[src/rtl/run_ctrl_pkg.sv]
// run_ctrl_pkg: shared state/cause encodings and constants for the run controller
package run_ctrl_pkg;
   typedef enum logic [1:0] {HALT = 2'b00, STEP = 2'b01, RUN = 2'b10, BREAK = 2'b11} run_state_t;
   typedef enum logic [1:0] {NONE = 2'b00, MANUAL = 2'b01, BREAKPT = 2'b10, EBREAK = 2'b11} halt_cause_t;
   localparam logic [31:0] EBREAK_WORD = 32'h00100073;
   localparam logic [1:0] RATE_SLOW = 2'b00;
   localparam logic [1:0] RATE_MED  = 2'b01;
   localparam logic [1:0] RATE_FAST = 2'b10;
   localparam logic [1:0] RATE_MAX  = 2'b11;
endpackage

[src/rtl/button_debouncer.sv]
// button_debouncer: synchronises a raw input and accepts a level only after it has been stable
module button_debouncer #(
   parameter int unsigned DEB_CYCLES = 1000000
) (
   input  logic clk,
   input  logic reset,
   input  logic btn,
   output logic level,
   output logic pulse
);
   localparam int unsigned CW = $clog2(DEB_CYCLES + 1);
   logic [1:0] sync_q;
   logic [CW-1:0] cnt_q;
   logic level_q, pulse_q;
   logic flip;
   assign flip  = (sync_q[1] != level_q) && (cnt_q == CW'(DEB_CYCLES - 1));
   assign level = level_q;
   assign pulse = pulse_q;
   // two-flop synchroniser, run-length counter of samples differing from the accepted level
   always_ff @(posedge clk or negedge reset) begin
      if (!reset) begin
         sync_q  <= '0;
         cnt_q   <= '0;
         level_q <= 1'b0;
         pulse_q <= 1'b0;
      end else begin
         sync_q  <= {sync_q[0], btn};
         cnt_q   <= (sync_q[1] == level_q || flip) ? '0 : cnt_q + 1'b1;
         level_q <= flip ? sync_q[1] : level_q;
         pulse_q <= flip && sync_q[1];
      end
   end
endmodule

[src/rtl/run_controller.sv]
// run_controller: step/free-run sequencer producing a one-clock datapath enable
module run_controller
   import run_ctrl_pkg::*;
#(
   parameter int unsigned DEB_CYCLES = 1000000,
   parameter int unsigned DIV_SLOW   = 50000000,
   parameter int unsigned DIV_MED    = 5000000,
   parameter int unsigned DIV_FAST   = 50000
) (
   input  logic        clk,
   input  logic        reset,
   input  logic        step_btn,
   input  logic        run_sw,
   input  logic [1:0]  rate_sel,
   input  logic        bp_en,
   input  logic [31:0] bp_addr,
   input  logic [31:0] pc_value,
   input  logic [31:0] instruction,
   output logic        cpu_en,
   output logic [1:0]  run_state,
   output logic [1:0]  halt_cause,
   output logic [31:0] step_count
);
   logic step_pulse, run_lvl, step_lvl_unused, run_pulse_unused;
   run_state_t  state_q, state_d;
   halt_cause_t cause_q, cause_d;
   logic        en_q, en_d, skip_q, skip_d;
   logic [31:0] div_q, div_d, cnt_q, lim_m1;
   logic        tick, bp_hit;

   button_debouncer #(.DEB_CYCLES(DEB_CYCLES)) u_step_deb (
      .clk(clk), .reset(reset), .btn(step_btn), .level(step_lvl_unused), .pulse(step_pulse)
   );
   button_debouncer #(.DEB_CYCLES(DEB_CYCLES)) u_run_deb (
      .clk(clk), .reset(reset), .btn(run_sw), .level(run_lvl), .pulse(run_pulse_unused)
   );

   assign lim_m1 = rate_sel == RATE_MAX  ? 32'd0 :
                   rate_sel == RATE_SLOW ? 32'(DIV_SLOW - 1) :
                   rate_sel == RATE_MED  ? 32'(DIV_MED - 1) : 32'(DIV_FAST - 1);
   assign tick   = div_q >= lim_m1;
   assign bp_hit = bp_en && pc_value == bp_addr && !skip_q;

   // next-state decision; frozen while the datapath is being enabled so the PC is always current
   always_comb begin
      state_d = state_q;
      cause_d = cause_q;
      en_d    = 1'b0;
      div_d   = div_q;
      skip_d  = skip_q;
      if (!en_q) begin
         case (state_q)
            HALT: begin
               if (step_pulse) state_d = STEP;
               else if (run_lvl) begin
                  state_d = RUN;
                  div_d   = '0;
                  skip_d  = 1'b1;
               end
            end
            STEP: begin
               en_d    = 1'b1;
               state_d = HALT;
               cause_d = NONE;
            end
            RUN: begin
               if (!run_lvl) begin
                  state_d = HALT;
                  cause_d = MANUAL;
               end else if (!tick) div_d = div_q + 32'd1;
               else begin
                  div_d = '0;
                  if (instruction == EBREAK_WORD) begin
                     state_d = BREAK;
                     cause_d = EBREAK;
                  end else if (bp_hit) begin
                     state_d = BREAK;
                     cause_d = BREAKPT;
                  end else begin
                     en_d   = 1'b1;
                     skip_d = 1'b0;
                  end
               end
            end
            default: begin
               if (step_pulse) state_d = STEP;
               else if (!run_lvl) state_d = HALT;
            end
         endcase
      end
   end

   // state registers and retired-step counter
   always_ff @(posedge clk or negedge reset) begin
      if (!reset) begin
         state_q <= HALT;
         cause_q <= NONE;
         en_q    <= 1'b0;
         div_q   <= '0;
         skip_q  <= 1'b0;
         cnt_q   <= '0;
      end else begin
         state_q <= state_d;
         cause_q <= cause_d;
         en_q    <= en_d;
         div_q   <= div_d;
         skip_q  <= skip_d;
         cnt_q   <= cnt_q + 32'(en_q);
      end
   end

   assign cpu_en     = en_q;
   assign run_state  = state_q;
   assign halt_cause = cause_q;
   assign step_count = cnt_q;
endmodule

[config.mk]
export PLATFORM = sky130hd
export DESIGN_NAME = run_controller
export DESIGN_NICKNAME = d
export VERILOG_FILES = /design/src/rtl/run_ctrl_pkg.sv /design/src/rtl/button_debouncer.sv /design/src/rtl/run_controller.sv
export SDC_FILE = /design/constraint.sdc
export NUM_CORES = 1
export LEC_CHECK = 0
export BUFFER_PORTS_ARGS = -buffer_cell sky130_fd_sc_hd__clkbuf_2
export CAP_MARGIN = 15
export CELL_PAD_IN_SITES_DETAIL_PLACEMENT = 0
export CELL_PAD_IN_SITES_GLOBAL_PLACEMENT = 1
export CORE_MARGIN = 1
export CORE_UTILIZATION = 40
export DETAILED_ROUTE_END_ITERATION = 16
export PLACE_DENSITY = 0.73
export SYNTH_ARGS = -nofsm -noshare
export SYNTH_HDL_FRONTEND = slang
export SYNTH_SLANG_ARGS = --single-unit
[constraint.sdc]
create_clock -name clk -period 3 [get_ports clk]
set_input_delay 0 -clock clk [delete_from_list [all_inputs] [get_ports clk]]
set_output_delay 0 -clock clk [all_outputs]
set_load 0.1 [all_outputs]
After elaboration in Yosys (flattened, before gate mapping). Index checks and enable logic that the tools add are counted.

Mux-type cells: 37. Add/sub/neg operators: 4. Bitwise operators: 1. Equal/unequal tests: 22. Magnitude comparators: 1. Reductions and logical operators: 16.

Operators by type and width (number): $mux 32 (4); $pmux 32 s2 (1); $mux 26 (2); $add 20x1->20 const B (2); $eq 20x20->1 const B (2); $mux 20 (2); $add 32x1->32 (1); $add 32x1->32 const B (1); $eq 32x21->1 const B (1); $eq 32x32->1 (1); $ge 32x26->1 (1); $mux 2 (12); $mux 23 (1); $mux 1 (11); $reduce_and 5->1 (2); $ne 2x2->1 const B (4); $reduce_and 8->1 (1); $pmux 2 s3 (1); $logic_and 1x1->1 (5); $ne 5x5->1 const B (1); $eq 2x1->1 const B (2); $eq 2x2->1 const B (2); $logic_not 2->1 (2); $ne 2x1->1 const B (2); other kinds (12) (17).

Register bits: 117. Logic and storage cells: 94.

Logic depth before layout (Yosys ltp).
Depth in word-level cells: 9. Depth in mapped cells: 14. Depth with buffers taken out: 12.

By module. A second synthesis with hierarchy kept.

Cells, all modules: 705. Area total of the unflattened synthesis: 6718.9 um2.

Modules (own cells, without submodules): run_controller (sequential area each 1751.7 um2, cells each 487, instances 1, area an instance 4461.8 um2); button_debouncer (sequential area each 600.6 um2, cells each 109, instances 2, area an instance 1128.6 um2).

Least setup slack after synthesis. Ideal clock, no wire load.

Path kind: reg2reg. Start: reg state_q[0], in the netlist run_state[0]. End: reg div_q[26]. Arrival: 2.929 ns. Clock period less this slack: 3.051 ns. Stages on the path, launching flop included: 12. Data required time: 2.878 ns. Path buffers: 2. Library setup time: 0.122 ns. Slack: -0.051 ns. Path through: dfrtp_1 -> inv_1 -> ha_1 -> nand2_1 -> o2111ai_1 -> or4_4 -> buf_6 -> or3_1 -> buf_6 -> nor2_4 -> xnor2_1 -> nor2_2.

Cells in the longest elaborated chain, start to end: 3. Elaborated cells between the ends (all ways): 8.

Ends and longest elaborated chain: from (decl) (line run_controller.sv:25) `run_state_t state_q, state_d;`; from (signal assigned) (line run_controller.sv:103) `state_q <= state_d;`; $eq 2x2->1 or $logic_not 2->1 (tied branches) (line run_controller.sv:52) `case (state_q)`; $ne 2x1->1 (no source line), or another cell as far along; $reduce_and 5->1 (no source line); to (signal assigned) (line run_controller.sv:106) `div_q <= div_d;`; to (decl) (line run_controller.sv:28) `logic [31:0] div_q, div_d, cnt_q, lim_m1;`.

Parallel ways exist; a longest one is shown, timed or not. A chain may end at the register's enable or synchronous reset.

Final worst setup path.
Start: reg div_q[5]. End: reg div_q[10].

Cells in the longest elaborated chain, start to end: 4. Elaborated cells between the ends (all ways): 5.

Ends and longest elaborated chain: $add 32x1->32 or $ge 32x26->1 (tied branches) (line run_controller.sv:70, run_controller.sv:41); $mux 32 * (line run_controller.sv:70) `end else if (!tick) div_d = div_q + 32'd1;`; $mux 32 * (line run_controller.sv:67) `if (!run_lvl) begin`; $pmux 32 s2 * (line run_controller.sv:52).

Mark *: on every way between the ends. The rest lies on a longest branch, timed or not. The select of a mux whose other input is x is not followed.

==> metrics.md <==
| Metric | Value |
|---|---|
| Status | finished clean |
| RSZ-0062 raised after global routing | no |
| CTS tree | built |
| Die Y | 129.9 um |
| Resize count post-CTS | 0 |
| YS warnings | 0 |
| First-pass GRT wire length | 25030 um |
| First-pass detailed-route iteration total | 4 |
| Avg WL per Cell | 13.91 um |
| Dpl hpwl | 10990 um |
| Leakage | 3.871 nW |
| Net Sw Power | 0.0008405 W |
| Max_slew headroom | 42.34% |
| Reg2Reg Depth | 9 |
| Dominant synthesized flop cell | dfrtp_1 |
| Synthesized flop and latch total | 117 |
| Clock Tree Root | clkbuf_16 |
| H-tree levels | 4 |
| GRT overflow | 0 |
| Final Max Slew Viols | 0 |
| GRT Util Overall | 19.27% |
| Syn Inst Count | 673 |
| Area growth, synth to finish | 24.07% |
| Placer Congestion | 0.7867 |
| CTS clk-pin slew, worst paths | 50 ps |
| FP Rows | 46 |
| FMAX | 363.5 MHz |
| Initial Util | 41.02% |
| CTS Buffer Depth | 2 |
| Net Sw Frac | 22.43% |
| Crit start category | flop |
| DRT antenna net count | 0 |
| Nets@finish | 963 |
| WHS Path Cells | 5 |
| WS Path Type | reg -> reg |
| Final hold vios | 0 |
| Total negative slack | 0 ps |
| Period minus WS final | 2751 ps |
| CP Data Required Time | 3350 ps |
| Number of flops mapped to enable cells by yosys | 0 |
| CTS buffer count | 17 |
| Horiz. Die Dim | 129.9 um |
| WL final | 14720 um |
| Max VDD drop | 0.0004344 V |
| Largest net degree at the start of global routing | 66 |
| Setup violators final | 0 |
| Ys async rst share | 100.0% |
| First DRT Iteration DRCs | 248 |
| Initial antenna violation count | 0 |
| Actual slew at the worst max-slew pin | 864.9 ps |
| Vias in the first global route | 5414 |
| Core ar. | 15940 sq um |
| Worst Path Arrival | 3100 ps |
| Power share of the sequential group | 42.6% |
| Skew-Pair Late Insertion Delay | 420 ps |
| Via count | 5294 |
| Combinational Power Share | 5.6% |
| Crit end category | flop |
| Drt drc | 0 |
| MaxCap Viol Count | 0 |
| Dpl ws | 294.9 ps |
| Clock share of power | 51.8% |
| Number of fill cells | 1477 |
| Share of cells above drive strength 1 | 23.40% |
| Cell Area, Synth | 6540 sq um |
| Drt via density | 5.004 |
| PortBufs | 139 |
| Pwr per Cell Area | 461.8 nW/um^2 |
| N_diodes | 0 |
| CP max FO | 6 |
| Clock sinks | 117 |
| Clk_skew | 7.936 ps |
| Final setup margin | 249.2 ps |
| P_int | 0.002907 W |
| IO Count | 140 |
| Hold Crit Class | in -> reg |
| Avg Inst Size Synth | 9.718 sq um |
| Sequential area share after synthesis | 44.77% |
| Register Area | 2930 sq um |
| Final period util | 91.69% |
| Multi-input logic area | 3471 sq um |
| Die ar. | 16860 sq um |
| Net Count, Synth | 807 |
| Synth cell types | 53 |
==> worst paths after layout <==
path / from / slack [ps] / endpoint
max: div_q[5] / 250 / div_q[10]
min: bp_en / 170 / cpu_en
max reg2reg: div_q[5] / 250 / div_q[10]
min reg2reg: u_run_deb.sync_q[0] / 350 / u_run_deb.sync_q[1]
max in group asynchronous: reset / 1960 / div_q[13]
min in group asynchronous: reset / 250 / div_q[2]
==> cells by family (layout without fill, tap and decap cells) <==
family | count (synthesis) | in the layout | share of synthesized area [%]
simple gates | 309 | 309 | 24.07
xor+xnor | 121 | 121 | 16.20
flops | 117 | 117 | 44.77
compound gates | 58 | 58 | 6.027
buf+inv | 32 | 201 | 2.162
fa+ha+maj | 31 | 31 | 5.931
mux | 5 | 5 | 0.8417
==> metrics by stage <==
| stage | hold WS, ps | instances | utilization [%] | power (W) | cell area [sq um] |
|---|---|---|---|---|---|
| global route | 246.4 | 1058 | 50.89 | 0.003897 | 8114 |
| floorplan | -295.6 | 673 | - | 0.001704 | 6543 |
| CTS | 155.0 | 1058 | 50.89 | 0.003802 | 8114 |
| detailed placement | 115.4 | 1023 | 47.15 | 0.001837 | 7517 |
| finish | 174.3 | 1058 | 50.89 | 0.003747 | 8114 |
| global placement | 118.3 | 1023 | 47.15 | 0.001830 | 7517 |
==> worst max-delay path, stage by stage, from the launching register on <==
cell      delay [ps]
dfrtp_1          440
ha_1             310
a21o_1           180
a211oi_1         310
o221ai_1         180
a21o_1           220
a211oi_1         390
nor2b_1          340
buf_4            200
a22o_1           130
==> synth_stat cells (6+ instances only) <==
library cell | number | area, sq um
a21o_1 | 10 | 75.07
a21oi_1 | 12 | 60.06
a22o_1 | 7 | 61.31
and2_1 | 6 | 37.54
and3_1 | 26 | 162.7
clkbuf_1 | 6 | 22.52
dfrtp_1 | 117 | 2928
ha_1 | 31 | 387.9
inv_1 | 18 | 67.56
nand2_1 | 52 | 195.2
nand3_1 | 47 | 235.2
nand4_1 | 11 | 68.82
nor2_1 | 97 | 364.1
nor3_1 | 7 | 35.03
nor4_1 | 19 | 118.9
o21ai_0 | 11 | 55.05
xnor2_1 | 46 | 402.9
xor2_1 | 75 | 656.9
==> power by group through the flow <==
stage	Clock (W)	Sequential (W)	Combinational (W)
global placement	0	0.00162	0.000206
detailed placement	0	0.00162	0.000213
global route	0.00206	0.00160	0.000243
CTS	0.00199	0.00160	0.000217
finish	0.00194	0.00160	0.000211
floorplan	0	0.00162	0.0000821
==> layout make-up <==
type                            instances  share of cell area [%]
Clock buffer                           20                   5.382
Clock inverter                         12                   1.604
Inverter                               18                  0.8327
Multi-Input combinational cell        524                   42.78
Sequential cell                       117                   36.11
Tap cell                              216                   3.331
Timing Repair Buffer                  151                   9.961
==> cells in the final DEF, fill, tap and decap left out, drive strengths merged, types with 19 or more instances in the layout <==
cell / instances
ha: 31
nand2: 52
nand3: 48
clkbuf: 158
xnor2: 46
nor2: 107
xor2: 75
inv: 19
dfrtp: 117
and3: 27
nor4: 19
==> flip-flops by register name (all words and copies together), names as in the netlist <==
| register | flops |
|---|---|
| u_step_deb.pulse | 1 |
| u_run_deb.sync_q | 2 |
| u_step_deb.cnt_q | 20 |
| skip_q | 1 |
| u_step_deb.sync_q | 2 |
| u_run_deb.cnt_q | 20 |
| u_run_deb.level | 1 |
| u_step_deb.level | 1 |
| cpu_en | 1 |
| halt_cause | 2 |
| run_state | 2 |
| step_count | 32 |
| div_q | 32 |
==> timing repair <==
item,in CTS,in global routing
endpoints found under the hold margin,66,0
setup endpoints to repair,0,0
buffers inserted,0,0
hold buffers,3,0
==> routing by layer <==
layer	share of wire [%]	global-route usage [%]
met1	43	22.58
met2	51	34.10
met3	4.5	4.100
met4	1.5	8.140
met5	0	0
No activity file was read; power rests on OpenSTA's default activity.
